### config.mk
export PLATFORM = sky130hd
export DESIGN_NAME = line_clear_sequencer
export DESIGN_NICKNAME = d
export VERILOG_FILES = /design/src/rtl/line_clear_sequencer.sv
export SDC_FILE = /design/constraint.sdc
export NUM_CORES = 1
export LEC_CHECK = 0
export BUFFER_PORTS_ARGS = -buffer_cell sky130_fd_sc_hd__buf_2
export CAP_MARGIN = 10
export CORE_MARGIN = 2
export CORE_UTILIZATION = 40
export CTS_CLUSTER_SIZE = 25
export DETAILED_ROUTE_END_ITERATION = 8
export SYNTH_ARGS = -nofsm -noshare
export SYNTH_HDL_FRONTEND = slang
export SYNTH_SLANG_ARGS = --single-unit
export TNS_END_PERCENT = 5
### constraint.sdc
create_clock -name clk -period 8.05 [get_ports clk]
set_clock_uncertainty 0.2 [all_clocks]
set_input_delay 1.61 -clock clk [delete_from_list [all_inputs] [get_ports clk]]
set_output_delay 1.61 -clock clk [all_outputs]
set_load 0.1 [all_outputs]
### src/rtl/line_clear_sequencer.sv
`default_nettype none
// ============================================================================
// Module   : line_clear_sequencer
// Brief    : Detects full playfield rows, blinks them via the per-cell flash
//            mask for a frame-counted interval, then compacts and writes back.
// Revision : 1.0 - initial release
// ============================================================================
module line_clear_sequencer #(
    parameter int FLASH_FRAMES = 8,
    parameter int FLASH_PHASES = 6
) (
    input  logic         clk,
    input  logic         clrn,
    input  logic         i_start,
    input  logic         i_frame_tick,
    input  logic [199:0] i_matrix_in,
    output logic         o_busy,
    output logic [199:0] o_flash,
    output logic [199:0] o_matrix_out,
    output logic         o_matrix_we,
    output logic [4:0]   o_lines_cleared,
    output logic         o_done
);

    localparam int c_ROWS = 20;
    localparam int c_COLS = 10;
    localparam int c_FR_W = (FLASH_FRAMES > 1) ? $clog2(FLASH_FRAMES) : 1;
    localparam int c_PH_W = (FLASH_PHASES > 1) ? $clog2(FLASH_PHASES) : 1;
    localparam logic [c_FR_W-1:0] c_LAST_FRAME = c_FR_W'(FLASH_FRAMES - 1);
    localparam logic [c_PH_W-1:0] c_LAST_PHASE = c_PH_W'(FLASH_PHASES - 1);
    localparam logic [4:0]        c_BOTTOM_ROW = 5'(c_ROWS - 1);

    typedef enum logic [2:0] {
        S_IDLE    = 3'd0,
        S_SCAN    = 3'd1,
        S_FLASH   = 3'd2,
        S_COMPACT = 3'd3,
        S_WRITE   = 3'd4,
        S_DONE    = 3'd5
    } state_t;

    state_t              r_state;
    logic [199:0]        r_snap;
    logic [199:0]        r_out;
    logic [c_ROWS-1:0]   r_full;
    logic [c_FR_W-1:0]   r_frame;
    logic [c_PH_W-1:0]   r_phase;
    logic [4:0]          r_rd;
    logic [4:0]          r_wr;

    logic [c_ROWS-1:0]   w_full;
    logic [199:0]        w_out_next;

    function automatic logic [199:0] expand_rows(input logic [c_ROWS-1:0] f);
        logic [199:0] m;
        m = '0;
        for (int r = 0; r < c_ROWS; r++) begin
            m[r*c_COLS +: c_COLS] = {c_COLS{f[r]}};
        end
        return m;
    endfunction

    function automatic logic [4:0] popcount(input logic [c_ROWS-1:0] f);
        logic [4:0] n;
        n = '0;
        for (int r = 0; r < c_ROWS; r++) begin
            n = n + 5'(f[r]);
        end
        return n;
    endfunction

    always_comb begin
        w_full = '0;
        for (int r = 0; r < c_ROWS; r++) begin
            w_full[r] = &r_snap[r*c_COLS +: c_COLS];
        end
    end

    // One compaction step: surviving row rd lands at wr, full rows are dropped.
    always_comb begin
        w_out_next = r_out;
        if (!r_full[r_rd]) begin
            w_out_next[int'(r_wr)*c_COLS +: c_COLS] = r_snap[int'(r_rd)*c_COLS +: c_COLS];
        end
    end

    always_ff @(posedge clk or negedge clrn) begin
        if (!clrn) begin
            r_state         <= S_IDLE;
            r_snap          <= '0;
            r_out           <= '0;
            r_full          <= '0;
            r_frame         <= '0;
            r_phase         <= '0;
            r_rd            <= '0;
            r_wr            <= '0;
            o_busy          <= 1'b0;
            o_flash         <= '0;
            o_matrix_out    <= '0;
            o_matrix_we     <= 1'b0;
            o_lines_cleared <= '0;
            o_done          <= 1'b0;
        end else begin
            o_matrix_we <= 1'b0;
            o_done      <= 1'b0;
            case (r_state)
                S_IDLE: begin
                    if (i_start) begin
                        r_snap  <= i_matrix_in;
                        o_busy  <= 1'b1;
                        r_state <= S_SCAN;
                    end
                end
                S_SCAN: begin
                    r_full          <= w_full;
                    o_lines_cleared <= popcount(w_full);
                    if (w_full == '0) begin
                        o_done  <= 1'b1;
                        r_state <= S_DONE;
                    end else begin
                        r_phase <= '0;
                        r_frame <= '0;
                        o_flash <= expand_rows(w_full);
                        r_state <= S_FLASH;
                    end
                end
                S_FLASH: begin
                    if (i_frame_tick) begin
                        if (r_frame == c_LAST_FRAME) begin
                            r_frame <= '0;
                            if (r_phase == c_LAST_PHASE) begin
                                o_flash <= '0;
                                r_out   <= '0;
                                r_rd    <= c_BOTTOM_ROW;
                                r_wr    <= c_BOTTOM_ROW;
                                r_state <= S_COMPACT;
                            end else begin
                                // Next phase is even (lit) exactly when the current one is odd.
                                r_phase <= r_phase + 1'b1;
                                o_flash <= r_phase[0] ? expand_rows(r_full) : '0;
                            end
                        end else begin
                            r_frame <= r_frame + 1'b1;
                        end
                    end
                end
                S_COMPACT: begin
                    r_out <= w_out_next;
                    if (!r_full[r_rd]) begin
                        r_wr <= r_wr - 1'b1;
                    end
                    if (r_rd == 5'd0) begin
                        o_matrix_out <= w_out_next;
                        o_matrix_we  <= 1'b1;
                        o_done       <= 1'b1;
                        r_state      <= S_WRITE;
                    end else begin
                        r_rd <= r_rd - 1'b1;
                    end
                end
                S_WRITE: begin
                    o_busy  <= 1'b0;
                    r_state <= S_IDLE;
                end
                S_DONE: begin
                    o_busy  <= 1'b0;
                    r_state <= S_IDLE;
                end
                default: begin
                    r_state <= S_IDLE;
                end
            endcase
        end
    end

endmodule
`default_nettype wire
-- After elaboration in Yosys (flattened, before gate mapping)
Cells that the tools add are included.
- input bits: 204
- register bits after elaboration: 847
- word-level logic and storage cells: 139
- shift-type cells: 3
- add/subtract/negate cells: 24
- equal/unequal tests: 16
- multipliers: 2
- magnitude comparators: 1
- reduce and logical (&&, ||, !) cells: 37
- multiplexer cells: 42
- operator list (operator ; number):
    $mux W200 ; 9
    $pmux W200 S2 ; 2
    $bwmux W200 ; 1
    $reduce_and A10 Y1 ; 20
    $shift A10 B33 Y200 const A ; 1
    $shiftx A10 B33 Y200 ; 1
    $shiftx A200 B10 Y10 ; 1
    $add A5 B1 Y5 ; 15
    $mux W3 ; 12
    $neg A9 Y33 ; 1
    $mux W5 ; 5
    $logic_not A20 Y1 ; 1
    $pmux W5 S2 ; 2
    $reduce_and A5 Y1 ; 4
    $ne A2 B2 Y1 const B ; 9
    $mul A5 B3 Y8 const B ; 2
    $eq A3 B3 Y1 const B ; 4
    $pmux W3 S2 ; 2
    $pmux W3 S4 ; 1
    $sub A5 B1 Y5 const B ; 2
    $reduce_and A4 Y1 ; 2
    $add A3 B1 Y3 const B ; 2
    $eq A3 B2 Y1 const B ; 2
    $lt A5 B6 Y1 const B ; 1
    14 further kinds ; 23

-- Logic depth before layout (Yosys ltp)
- word-level depth: 20
- mapped depth: 17
- depth with buffers taken out: 17

-- Worst setup path before layout
OpenSTA, ideal clock, no wires.
- path kind: register -> register
- start: register r_snap[15]
- end: register o_lines_cleared[4]
- path buffers: 0
- cell stages (with the launch flop): 18
- arrival: 4.338 ns
- period minus slack after synthesis: 4.621 ns
- setup slack: 3.429 ns
- cells stage by stage: dfrtp_1 nand2_1 or4_1 inv_1 fa_1 inv_1 fa_1 fa_1 fa_1 inv_1 fa_1 ha_1 inv_1 fa_1 inv_1 a21o_1 a21oi_1 o21ai_0
- cells in the longest elaborated chain, start to end: 20
- ends and longest elaborated chain (item ; RTL line ; RTL):
    from (decl) ; 43 ; logic [199:0] r_snap;
    from (signal assigned) ; 109 ; r_snap <= i_matrix_in;
    $reduce_and A10 Y1 ; 75 ; w_full[r] = &r_snap[r*c_COLS +: c_COLS];
    via w_full[1] ; 51 ; logic [c_ROWS-1:0] w_full;
    $add A1 B1 Y2 ; 67 ; n = n + 5'(f[r]);
    $add A2 B1 Y3 ; 67 ;
    $add A3 B1 Y4 ; 67 ;
    $add A4 B1 Y5 ; 67 ;
    $add A5 B1 Y5 (15 in series) ; 67 ;
    to (signal assigned) ; 116 ; o_lines_cleared <= popcount(w_full);
    to (decl) ; 21 ; output logic [4:0] o_lines_cleared,
The timed path passes the listed nets, and every way through them passes these cells.
A chain may end at the register's enable or synchronous reset.

-- Final worst setup path
- start: register r_wr[1]
- end: register o_matrix_out[92]
- cells in the longest elaborated chain, start to end: 5
- ends and longest elaborated chain (item ; RTL line ; RTL):
    from (decl) ; 49 ; logic [4:0] r_wr;
    from (signal assigned) ; 135 ; r_wr <= c_BOTTOM_ROW;
    from (signal assigned) ; 150 ; r_wr <= r_wr - 1'b1;
    $mul A5 B3 Y8 * ; 83 ; w_out_next[int'(r_wr)*c_COLS +: c_COLS] = r_snap[int'(r_rd)*c_COLS +: c_COLS];
    $neg A9 Y33 * ; 83 ;
    $shiftx A10 B33 Y200 or $shift A10 B33 Y200 (tied branches) ; 83 ;
    $bwmux W200 * ; 83 ;
    $mux W200 * ; 82 ; if (!r_full[r_rd]) begin
    to (signal assigned) ; 153 ; o_matrix_out <= w_out_next;
    to (decl) ; 19 ; output logic [199:0] o_matrix_out,
Every way passes the cells marked *; elsewhere a longest branch is shown, timed or not.

==> impl_results.md <==
- Share of cells above drive strength 1: 28.4%
- GRT Total Usage: around a quarter
- Static Leak: roughly 18 nW
- Worst path required time: 8360 ps
- Postcts setup bufs: 0
- Final WS setup: between 2000 and 2500 ps
- Maximum root-to-sink buffer count: 3
- Post-CTS sizing: 0
- Cell family contributing the most delay on the critical path: simple AND/OR/NAND/NOR gates
- Most frequent cells in the layout: dfrtp_1, buf_2, nand2_1
- Post-Syn Area per Cell: 10.1 µm²
- Area delta synth->final: 15.0%
- Worst Setup Start Kind: flip-flop
- Die Ht: 298 µm
- Dpl cells: between 4k and 5k
- Status: finished clean
- Critical Path Fanout Max: 27
- DP Area: around 37000 µm²
- Cell area after synthesis: between 30000 and 40000 µm²
- Sum Neg Setup Slack: 0 ps
- Post-synthesis sequential area ratio: roughly 48%
- Clock root buffer master: clkbuf_16
- Net Count, Synth: between 3k and 4k
- Clk slew on worst S/H paths: about 60 ps
- Post-Layout Cell Count: approximately 5.0k
- Synth async-reset ratio: between 90% and 100%
- Total CTS buffers: between 70 and 80
- Max stage delay on crit path: roughly 990 ps
- Ports: 612
- Critical path type: flip-flop to flip-flop
- GRT overflow: 0
- Drt initial violations: slightly above 3k
- Number of global-route vias before repair: 28.2k
- RSZ-0062 raised after global routing: no
- CORE AREA: 85500 µm²
- Max_cap viols: 0
- Slew Limit Fails: 0
- Final instance area: between 30000 and 40000 µm²
- Die ar.: between 80000 and 90000 µm²
- Pwr per Cell Area: around 430 nW/µm²
- Initial antenna violation count: 22
- Synthesized instance count: 3432
- Register area: 16700 µm²
- Yosys cell types: just over 100
- PortBufs: around 610
- Final setup violating endpoints: 0
- Synth warn: 0
- Vias per cell: 5.83
- #FFs+latches synth: roughly 670
- Final worst path period share: roughly 72%
- Post-DP HPWL: 87000 µm
- Worst rel slew slack: between 10% and 20%
- CP arrival: 6100 ps
- # fillers: 8119
- Fin nets: 4020
- Overall Power: approximately 17 mW
- Most used flip-flop cell after synthesis: dfrtp_1
- First-pass GRT wire length: ~180000 µm
- Largest net degree at the start of global routing: roughly 170
- Buf/Inv on CP: 3
- Detailed Routing Iterations Pass 1: 7
- CP endpoint kind: flip-flop
- Worst path slowest cell: nor2_4
- Final hold vios: 0
- CTS tree: yes
- CP cell instances: ha_1 > ha_1 > inv_1 > fa_1 > nor2b_1 > nand3_1 > a21o_1 > inv_1 > ha_1 > inv_1 > nand4bb_2 > nor2_4 > nand2_1 > nand3_1 > o211ai_1
- H-tree depth: 3
- DRC: 0
- Min-Delay Path Class: flip-flop to flip-flop
- Post-detailed-route count of antenna-violating nets: 0
- Initial Utilization: 40.5%
- Clock Latency Late Sink: between 600 and 700 ps
- RePlAce Congestion: about 0.95
- Fmax: 0.173 GHz
- Slew @ Worst Pin: approximately 1300 ps
- Fin crit period: 5790 ps
- Via Count: ~29k
- Row Count: roughly 110
- DR WL/cell: about 24 µm
- Commonest non-fill, non-tap cell in the layout: dfrtp_1
- Multi-input logic area: around 16000 µm²
- Die width: between 200 and 300 µm
- EDFF count, synth: 0
- Max VDD drop: approximately 0.78 mV
- CTS Hold Buffers Added: 0
- DP Worst Slack: around 2300 ps
- Clock sinks: 667
- DRT Wirelength: roughly 120000 µm
-- final timing paths --
| path | start | endpoint | depth (start not counted) | slack, ps |
|---|---|---|---|---|
| setup / recovery | r_wr[1]$_DFFE_PN0P_ | o_matrix_out[92]$_DFFE_PN0P_ | 15 | 2260 |
| setup reg to reg | r_wr[1]$_DFFE_PN0P_ | o_matrix_out[92]$_DFFE_PN0P_ | 15 | 2260 |
| max in group asynchronous | clrn | o_matrix_out[192]$_DFFE_PN0P_ | 2 | 5530 |
| hold reg to reg | r_out[159]$_DFFE_PN0P_ | r_out[159]$_DFFE_PN0P_ | 2 | 270 |
| hold / removal | r_out[159]$_DFFE_PN0P_ | r_out[159]$_DFFE_PN0P_ | 2 | 270 |
| min in group asynchronous | clrn | r_snap[151]$_DFFE_PN0P_ | 1 | 720 |
-- registers in the layout, indices dropped and copies added, names as in the netlist --
name	count
o_matrix_we	1
o_matrix_out	200
r_out	200
r_snap	200
o_lines_cleared	5
r_phase	3
r_state	3
r_wr	5
r_full	20
o_done	1
o_flash	20
r_rd	5
r_frame	3
o_busy	1
-- layer usage --
layer | vias to the layer above | track usage [%] | wire length (µm) | part of all wire (%)
met5 | - | 0 | 103 | 0.085
met4 | 16 | 10.2 | 4540 | 3.7
met3 | 283 | 5.53 | 9980 | 8.2
met2 | 1329 | 41.8 | 55700 | 46
met1 | 14500 | 36.3 | 51200 | 42
li1 | 13000 | - | - | -
-- layout make-up --
type                    instances  share of cell area [%]
flip-flops and latches        667                    41.9
multi-input cells            2326                    38.9
repair buffers                659                    8.73
clock buffers                 103                    5.19
well taps                    1144                    3.59
clock inverters                29                    1.09
inverters                      52                   0.490
diodes                         15                  0.0942
-- cells in the mapped netlist (14+ instances only) --
| cell type | n | share of area [%] |
|---|---|---|
| dfrtp_1 | 667 | 48 |
| nand2_1 | 437 | 4.7 |
| o21ai_0 | 372 | 5.4 |
| mux2_2 | 217 | 7.0 |
| buf_4 | 185 | 4.0 |
| nor2_1 | 170 | 1.8 |
| a22oi_1 | 139 | 3.0 |
| clkbuf_1 | 137 | 1.5 |
| nor3_1 | 113 | 1.6 |
| mux2i_1 | 97 | 2.8 |
| a21oi_1 | 83 | 1.2 |
| nand3_1 | 78 | 1.1 |
| inv_1 | 50 | 0.54 |
| nand4_1 | 48 | 0.87 |
| o31ai_1 | 44 | 0.95 |
| a22o_1 | 41 | 1.0 |
| o21ai_1 | 40 | 0.58 |
| a21o_1 | 37 | 0.80 |
| buf_2 | 33 | 0.48 |
| o211ai_1 | 28 | 0.61 |
| nand2b_1 | 25 | 0.45 |
| a32o_1 | 24 | 0.69 |
| and3_1 | 23 | 0.42 |
| ha_1 | 21 | 0.76 |
| or3_1 | 19 | 0.34 |
| mux4_2 | 17 | 1.1 |
| a221o_1 | 16 | 0.46 |
| o22ai_1 | 16 | 0.29 |
| buf_1 | 15 | 0.16 |
| fa_1 | 15 | 0.87 |
| nor4_1 | 15 | 0.27 |
| buf_6 | 14 | 0.45 |
-- through the flow --
step,hold slack (ps),utilization [%]
4_1_cts,274,46.6
2_1_floorplan,240,-
5_1_grt,286,46.6
6_report,270,46.6
3_3_place_gp,257,43.6
3_5_place_dp,261,43.6
-- where the power goes --
part           switching (mW)  internal (mW)
Combinational            6.41           2.23
Clock                    1.49           2.02
Sequential              0.859           4.29
Total                    8.75           8.54
-- cells by family (layout without fill, tap and decap cells) --
logic type                 Yosys count  in the layout  synth area share, %
AOI/OAI and AO/OA                  952            952                 18.3
xor gates and xnor gates            12             12                0.347
adders and majority gates           36             36                 1.62
buffers and inverters              439            843                 7.26
DFF                                667            667                 48.2
muxes                              337            337                 11.3
other                                0             15                    0
and+or+nand+nor                    989            989                 13.0
-- worst reg2reg max path, cell delays in order (launching register included) --
cell	delay, ps
dfrtp_1	500
ha_1	340
ha_1	190
inv_1	70
fa_1	780
nor2b_1	360
nand3_1	200
a21o_1	210
inv_1	50
ha_1	370
inv_1	150
nand4bb_2	720
nor2_4	990
nand2_1	300
nand3_1	160
o211ai_1	100
No activity file was read; power rests on OpenSTA's default activity.
